$ cat config.mk
export PLATFORM = sky130hd
export DESIGN_NAME = alu_8bit
export DESIGN_NICKNAME = d
export VERILOG_FILES = /design/src/rtl/alu_8bit.sv
export SDC_FILE = /design/constraint.sdc
export NUM_CORES = 1
export LEC_CHECK = 0
export ABC_AREA = 1
export CORE_MARGIN = 8
export CORE_UTILIZATION = 49
export CTS_CLUSTER_DIAMETER = 30
export DETAILED_ROUTE_END_ITERATION = 12
export GPL_ROUTABILITY_DRIVEN = 1
export PLACE_DENSITY = 0.85
export SYNTH_ARGS = -nofsm -noshare
export SYNTH_HDL_FRONTEND = slang
export SYNTH_SLANG_ARGS = --single-unit
export TNS_END_PERCENT = 100
$ cat constraint.sdc
create_clock -name clk -period 0.8 [get_ports clk]
set_input_delay 0.12 -clock clk [delete_from_list [all_inputs] [get_ports clk]]
set_output_delay 0.12 -clock clk [all_outputs]
set_load 0.01 [all_outputs]
$ cat src/rtl/alu_8bit.sv
// Registered 8-bit ALU: add/sub/logic/invert/shift with carry, zero, negative and
// overflow flags, behind a single valid-qualified pipeline stage.

package alu_8bit_pkg;

   typedef enum logic [2:0] {
      OP_ADD = 3'b000,
      OP_SUB = 3'b001,
      OP_AND = 3'b010,
      OP_OR  = 3'b011,
      OP_XOR = 3'b100,
      OP_NOT = 3'b101,
      OP_SHL = 3'b110,
      OP_SHR = 3'b111
   } alu_op_e;

   typedef struct packed {
      logic [7:0] result;
      logic       carry;
      logic       zero;
      logic       negative;
      logic       overflow;
   } alu_out_t;

endpackage

module alu_8bit
   import alu_8bit_pkg::*;
(
   input  logic       clk,
   input  logic       rst_n,
   input  logic       in_valid,
   input  logic [7:0] a,
   input  logic [7:0] b,
   input  logic [2:0] op,
   output logic [7:0] result,
   output logic       carry,
   output logic       zero,
   output logic       negative,
   output logic       overflow,
   output logic       out_valid
);

   alu_out_t   next_out;
   alu_out_t   out_q;
   logic       out_valid_q;
   logic [8:0] sum9;
   logic [8:0] diff9;

   always_comb begin
      // NOTE: every field gets a default before the case so no path leaves one unassigned (no latch).
      next_out = '0;
      sum9     = {1'b0, a} + {1'b0, b};
      diff9    = {1'b0, a} - {1'b0, b};

      unique case (alu_op_e'(op))
         OP_ADD: begin
            next_out.result   = sum9[7:0];
            next_out.carry    = sum9[8];
            next_out.overflow = (a[7] == b[7]) && (sum9[7] != a[7]);
         end
         OP_SUB: begin
            // Bit 8 of the zero-extended difference is the borrow: set iff a < b unsigned.
            next_out.result   = diff9[7:0];
            next_out.carry    = diff9[8];
            next_out.overflow = (a[7] != b[7]) && (diff9[7] != a[7]);
         end
         OP_AND: next_out.result = a & b;
         OP_OR:  next_out.result = a | b;
         OP_XOR: next_out.result = a ^ b;
         OP_NOT: next_out.result = ~a;
         OP_SHL: begin
            next_out.result = {a[6:0], 1'b0};
            next_out.carry  = a[7];
         end
         OP_SHR: begin
            next_out.result = {1'b0, a[7:1]};
            next_out.carry  = a[0];
         end
      endcase

      next_out.zero     = (next_out.result == 8'h00);
      next_out.negative = next_out.result[7];
   end

   always_ff @(posedge clk or negedge rst_n) begin
      if (!rst_n) begin
         // NOTE: reset clears every output bit, including zero, rather than deriving it from result.
         out_q       <= '0;
         out_valid_q <= 1'b0;
      end else begin
         // NOTE: non-blocking assignments so all state samples pre-edge values.
         out_valid_q <= in_valid;
         if (in_valid) begin
            out_q <= next_out;
         end
      end
   end

   assign result    = out_q.result;
   assign carry     = out_q.carry;
   assign zero      = out_q.zero;
   assign negative  = out_q.negative;
   assign overflow  = out_q.overflow;
   assign out_valid = out_valid_q;

endmodule

==> results of run 1 <==
## timing repair
item | CTS
setup buffers | 18
endpoints found under the setup margin | 24
pin swaps | 69
resized for setup | 271
## through the flow
step	instances	instance area [sq um]	util, %	worst slack [ns]	TNS, ns
2_1_floorplan	343	2197	-	-0.6246	-5.211
3_3_place_gp	506	3199	79.98	-1.326	-15.71
3_5_place_dp	506	3199	79.98	-1.395	-16.58
4_1_cts	528	3821	95.53	-0.7166	-7.313
## cells by family after synthesis
| family | after synthesis | synth area share [%] |
|---|---|---|
| AOI/OAI and AO/OA | 39 | 10.15 |
| xor gates and xnor gates | 1 | 0.4282 |
| adders and majority gates | 30 | 19.08 |
| buffers and inverters | 70 | 14.07 |
| DFF | 12 | 14.68 |
| and+or+nand+nor | 191 | 41.59 |
==> results.cfg, run 1 <==
[logic_synthesis]
yosys_most_used_dff = dfrtp_1
synthesis.area_sq_um = 2046
avgSynthCellArea_sq_um = 5.964
yosys.cell_count.top_type = nand2_1
synth.area.top_cells = ha_1, nand2_1, dfrtp_1
synth_edf_count = 0
yosysSeqAreaShare_pct = 14.68
syn_inst = 343
synth_common_cells = nand2_1, inv_1, nand3_1, nor2_1, ha_1
ys_ff_latch = 12
yosys_warnings = 0
yosysTopAreaCell = ha_1
syn_nets = 395
synth.top_cell.area_share_pct = 17.13
synthDistinctLibCells = 27
synthArstFlopShare_pct = 100.0

[clock_tree]
cts_made_buffers = 3
holdBufCountCts = 0
clock-sinks = 12
clockBufferDepth = 2
cts-root-buf = clkbuf_8
htreeDepth = 1

[placement]
hpwl_microns = 6201
io_buffers = 34
place_congestion = 0.9558

[floorplanning]
row_count = 23
initial_core_util_pct = 51.14
die_w_microns = 80.62
io_pins = 35
die_h_microns = 80.62

[timing]
crit_endpoint = zero$_DFFE_PN0P_/D
worstEndpointType = register data pin

[status]
failing_step = 5_1_grt
tool.error = [ERROR DPL-0038] Utilization greater than 100%, impossible to legalize
status = aborted with a tool error

[global_route]
grt_max_degree = 14
==> run 2, diff against run 1 <==
--- a/config.mk
+++ b/config.mk
@@ -7,11 +7,10 @@
 export LEC_CHECK = 0
 export ABC_AREA = 1
 export CORE_MARGIN = 8
-export CORE_UTILIZATION = 49
-export CTS_CLUSTER_DIAMETER = 30
+export CORE_UTILIZATION = 35
 export DETAILED_ROUTE_END_ITERATION = 12
 export GPL_ROUTABILITY_DRIVEN = 1
-export PLACE_DENSITY = 0.85
+export PLACE_DENSITY_LB_ADDON = 0.15
 export SYNTH_ARGS = -nofsm -noshare
 export SYNTH_HDL_FRONTEND = slang
 export SYNTH_SLANG_ARGS = --single-unit
==> constraint.sdc (replaced) <==
create_clock -name clk -period 1 [get_ports clk]
set_input_delay 0.15 -clock clk [delete_from_list [all_inputs] [get_ports clk]]
set_output_delay 0.15 -clock clk [all_outputs]
set_load 0.01 [all_outputs]
==> run 2 against run 1 <==
Effect of this change:
- the flow now finishes, with violations (negative setup slack)
- area after synthesis did not move
- synthesized cell count unchanged
==> results.cfg, run 2 <==
[clock_tree]
clock-sinks = 12
cts_made_buffers = 3
clk_pin_slew_ns = 0.05
htreeDepth = 1
tritoncts = done
worstSkewPairLatency_ns = 0.23
holdBufCountCts = 0
cts-root-buf = clkbuf_8
clockBufferDepth = 2

[floorplanning]
initial_core_util_pct = 35.39
core-area_sq_um = 5781
die_h_microns = 92.45
io_pins = 35
die_w_microns = 92.45
row_count = 28
die_area_sq_um = 8547

[logic_synthesis]
yosysTopAreaCell = ha_1
syn_nets = 395
synthDistinctLibCells = 27
yosysSeqAreaShare_pct = 14.68
synthArstFlopShare_pct = 100.0
yosys.cell_count.top_type = nand2_1
yosys_most_used_dff = dfrtp_1
yosys_warnings = 0
synth.top_cell.area_share_pct = 17.13
avgSynthCellArea_sq_um = 5.964
synth.area.top_cells = ha_1, nand2_1, dfrtp_1
syn_inst = 343
ys_ff_latch = 12
synth_common_cells = nand2_1, inv_1, nand3_1, nor2_1, ha_1
synthesis.area_sq_um = 2046
synth_edf_count = 0

[power_and_ir_drop]
total_power_mw = 3.136
p_per_area_nw_per_um2 = 820.2
max-vdd-ir-drop_mv = 0.7930
p_leak_nw = 1.939

[routing]
avgRoutedWirePerCell_microns = 14.51
drt_iter0_drc = 137
num_vias = 2677
drt_pre_antenna_iters = 4
totalWireLength_microns = 7965
viasPerCell = 4.876
drc = 0
ant_nets = 0

[timing]
grt_setup_unrepaired = yes
worst_pin_slew_ns = 0.4816
slew_headroom_pct = 67.86
clock_skew_ns = 0
setup-violations-final = 11
setup_slack_ns = -0.5406
period_share_pct = 154.1
drv_slew = 0
hold-worst-slack_ns = 0.2152
post-route-min-period_ns = 1.541
max_freq_ghz = 0.6491
finalSetupTns_ns = -4.276
hold_viol_final = 0

[placement]
pre_cts_ws_ns = -1.233
place_congestion = 0.9676
dpl_cell_area_sq_um = 3226
hpwl_microns = 6182
io_buffers = 34

[layout]
final_cell_mix = buf_4, nand2_1, inv_1, nor2_1, inv_2
syn_to_final_growth_pct = 86.91
nets = 527
largest_reg_flops = 8
drive_gt1_share_pct = 56.33
final_common_cell = buf_4
design_area_sq_um = 3824
diodes = 0

[global_route]
grt.overflow.total = 0
grt.total_usage_pct = 18.84
antenna_found_initial = 0
first_global_vias = 2825
grt_max_degree = 14
grt_pass1_wl_microns = 13240

[worst_setup_path]
r2r_slack_ns = 0.22
start_kind = input pin
crit_path_end_kind = flip-flop
crit_type = in -> reg
cp_data_required_time_ns = 1.12
worstPathMaxFanout = 4
arrival_ns = 1.66

[flow_run]
cap_violations = 0

[status]
violations = negative setup slack
status = finished, violations left

[min_path]
hp-class = in -> async
## run 2: cell counts after synthesis
No cell type changed its count.
## run 2: cells by family after synthesis
kind of cell | share of synthesized area [%]
simple gates | 41.59
flops | 14.68
fa+ha+maj | 19.08
xor+xnor | 0.4282
buf+inv | 14.07
compound gates | 10.15
## run 2: repair_timing
action / CTS / global route
cloned: 0 / 0
endpoints found under the setup margin: 24 / 20
setup buffers: 12 / 5
pin swaps: 58 / 38
gates resized for setup: 221 / 64
## run 2: critical path, cell delays in order
cell and delay (ns):
buf_12 0.12, ha_4 0.16, fa_2 0.39, nand3_1 0.12, nand3_2 0.09, a21oi_1 0.23, o21ai_2 0.11, nand3_4 0.10
nor2_1 0.05, nand4_1 0.08, nand2_1 0.06
## run 2: path summary, 6_finish.rpt
check | cells past startpoint | start | end
max | 11 | a[0] | zero
min | 2 | rst_n | result[3]
max reg2reg | 3 | result[1] | result[1]
min reg2reg | 2 | result[2] | result[2]
max in group asynchronous | 2 | rst_n | overflow
min in group clk | 2 | result[2] | result[2]
## run 2: area by class of cell
type,instances,area [sq um]
clock buffer,4,55.05
fill,516,1957
inverter,60,256.5
multi-input combinational,261,2018
sequential,12,300.3
tap,75,93.84
timing repair buffer,137,1100
## run 2: per-layer routing
metal / share of wire (%) / vias up / GRT usage, %
met3: 5.4 / 17 / 2.832
met2: 50 / 75 / 35.04
li1: - / 1358 / -
met5: 0 / - / 0
met1: 42 / 1227 / 21.15
met4: 2.2 / 0 / 6.711
## run 2: power by group
group / internal [mW] / switching (mW) / total (mW)
logic: 0.997 / 1.04 / 2.04
registers: 0.549 / 0.0330 / 0.582
clock network: 0.347 / 0.169 / 0.516
total: 1.89 / 1.24 / 3.14
## run 2: stage by stage
step	std cells	utilization, %
3_3_place_gp	532	55.80
4_1_cts	547	64.09
5_1_grt	549	66.15
6_report	549	66.15
2_1_floorplan	343	-
3_5_place_dp	532	55.80
Power figures use the tool's default switching activity.
==> run 3, diff against run 2 <==
--- a/config.mk
+++ b/config.mk
@@ -6,10 +6,10 @@
 export NUM_CORES = 1
 export LEC_CHECK = 0
 export ABC_AREA = 1
-export CORE_MARGIN = 8
-export CORE_UTILIZATION = 35
+export CORE_UTILIZATION = 40
 export DETAILED_ROUTE_END_ITERATION = 12
 export GPL_ROUTABILITY_DRIVEN = 1
+export GPL_TIMING_DRIVEN = 0
 export PLACE_DENSITY_LB_ADDON = 0.15
 export SYNTH_ARGS = -nofsm -noshare
 export SYNTH_HDL_FRONTEND = slang
==> run 3 against run 2 <==
Effect of this change:
- combinational power decreased by 15%
- cell count decreased by 13%
- clock power increased by 5.2%
- power decreased by 8.7%
- first-iteration DRC count increased by 58%
- critical path depth increased by 5
- design area decreased by 12%
- routed wire length decreased by 17%
- critical endpoint unchanged
- non-clock buffer count decreased by 66
- global-route usage increased by 7.5 points
- sequential cell count unchanged
- highest routed layer unchanged
- the flow still finishes with violations (negative setup slack)
- register-to-register slack improved by 0.14 ns
==> results.cfg, run 3 (synthesized netlist as in run 2, its figures left out) <==
[worst_setup_path]
crit_path_end_kind = flip-flop
start_kind = input pin
critPathMaxStageDelay_ns = 0.36
crit_path_frequent_cell = nand2_1
arrival_ns = 1.67
crit_type = in -> reg
cp_slowest_cell = fa_2
worstPathMaxFanout = 3
crit_chain = buf_12 > inv_16 > ha_4 > inv_2 > fa_2 > inv_2 > nand2_1 > nand2_1 > nor2_1 > nor2_1 > nand3_1 > nand2_2 > nand3_2 > nor2_2 > nand4_1 > nand2_1
cp_data_required_time_ns = 1.19

[clock_tree]
cts_made_buffers = 3
clk_pin_slew_ns = 0.06
worstSkewPairLatency_ns = 0.25
clockBufferDepth = 2
tritoncts = done
cts-root-buf = clkbuf_8
clock-sinks = 12
htreeDepth = 1

[status]
violations = negative setup slack
status = finished, violations left

[layout]
nets = 461
largest_reg_flops = 8
final_cell_mix = nand2_1, nor2_1, inv_1
fillers = 412
drive_gt1_share_pct = 45.34
syn_to_final_growth_pct = 65.20
diodes = 0
utilization_pct = 70.16
multi_input_area_sq_um = 1949
seq_area_sq_um = 300.3
final_common_cell = nand2_1

[global_route]
antenna_found_initial = 0
first_global_vias = 2281
grt_max_degree = 13
grt.total_usage_pct = 26.32
grt_pass1_wl_microns = 10870
grt_busiest_layer = met2
grtUsageMet3_pct = 3.704
met1_usage_pct = 35.31
grt.overflow.total = 0
grt_use_met2_pct = 40.88

[timing]
post-route-min-period_ns = 1.489
grt_setup_unrepaired = yes
worst_pin_slew_ns = 0.5400
period_share_pct = 148.9
slew_headroom_pct = 63.88
clock_skew_ns = 0
setup_slack_ns = -0.4890
drv_slew = 0
max_freq_ghz = 0.6716
hold_viol_final = 0
setup-violations-final = 12

[routing]
drc = 0
num_vias = 2494
drt_iter0_drc = 216
drt_pre_antenna_iters = 7
ant_nets = 0
viasPerCell = 5.251
avgRoutedWirePerCell_microns = 13.94
totalWireLength_microns = 6622

[floorplanning]
io_pins = 35
die_area_sq_um = 5404
initial_core_util_pct = 42.47
die_h_microns = 73.52
die_w_microns = 73.52
core-area_sq_um = 4817
row_count = 25

[min_path]
hp-class = in -> async

[power_and_ir_drop]
p_per_area_nw_per_um2 = 846.8
p_leak_nw = 1.627
max-vdd-ir-drop_mv = 0.6070
total_power_mw = 2.862

[placement]
place_congestion = 0.9105
io_buffers = 33
hpwl_microns = 4632

[flow_run]
cap_violations = 0
[run 3: layer usage]
layer,vias up,share of wire (%)
li1,1237,-
met1,1128,43
met2,105,46
met3,24,7.3
met4,0,4.3
met5,-,0
[run 3: worst paths after layout]
check / startpoint / endpoint / slack (ns) / cells after the start
setup / recovery: a[0] / zero / -0.49 / 16
hold / removal: rst_n / result[1] / 0.25 / 1
setup reg to reg: result[7] / result[7] / 0.36 / 2
hold reg to reg: zero / zero / 0.47 / 2
max in group asynchronous: rst_n / result[5] / 0.39 / 1
min in group clk: op[1] / overflow / 0.36 / 6
[run 3: worst max-delay path: cells and delay by family]
kind          cells  cell delay (ns)
fa+ha+maj         2             0.48
buf+inv           4             0.27
simple gates     10             0.77
[run 3: layout make-up]
type | count | share of cell area, %
plain buffers | 7 | 2.036
clock buffers | 4 | 1.629
inverters | 60 | 8.700
multi-input cells | 261 | 57.68
flip-flops and latches | 12 | 8.886
well taps | 67 | 2.481
repair buffers | 64 | 18.59
[run 3: through the flow]
step	TNS (ns)	worst slack (ns)	cell area [sq um]	hold WS, ns	instances
2_1_floorplan	-3.341	-0.4546	2197	-0.1456	343
3_3_place_gp	-13.94	-1.451	2611	0.4594	443
3_5_place_dp	-14.08	-1.476	2611	0.4634	443
4_1_cts	-3.015	-0.4992	3236	0.2843	472
5_1_grt	-3.970	-0.5728	3379	0.3150	475
6_report	-3.189	-0.4890	3379	0.2540	475
[run 3: power by group]
part | total, mW | switching, mW | internal (mW)
logic | 1.74 | 0.950 | 0.786
clock network | 0.543 | 0.195 | 0.349
registers | 0.582 | 0.0331 | 0.549
total | 2.86 | 1.18 | 1.68
[run 3: repair_timing]
item / 4_1_cts / 5_1_grt
setup buffers: 27 / 5
setup endpoints to repair: 24 / 20
hold buffers: 0 / 0
gates resized for setup: 248 / 60
gates cloned: 1 / 0
pin swaps: 56 / 52
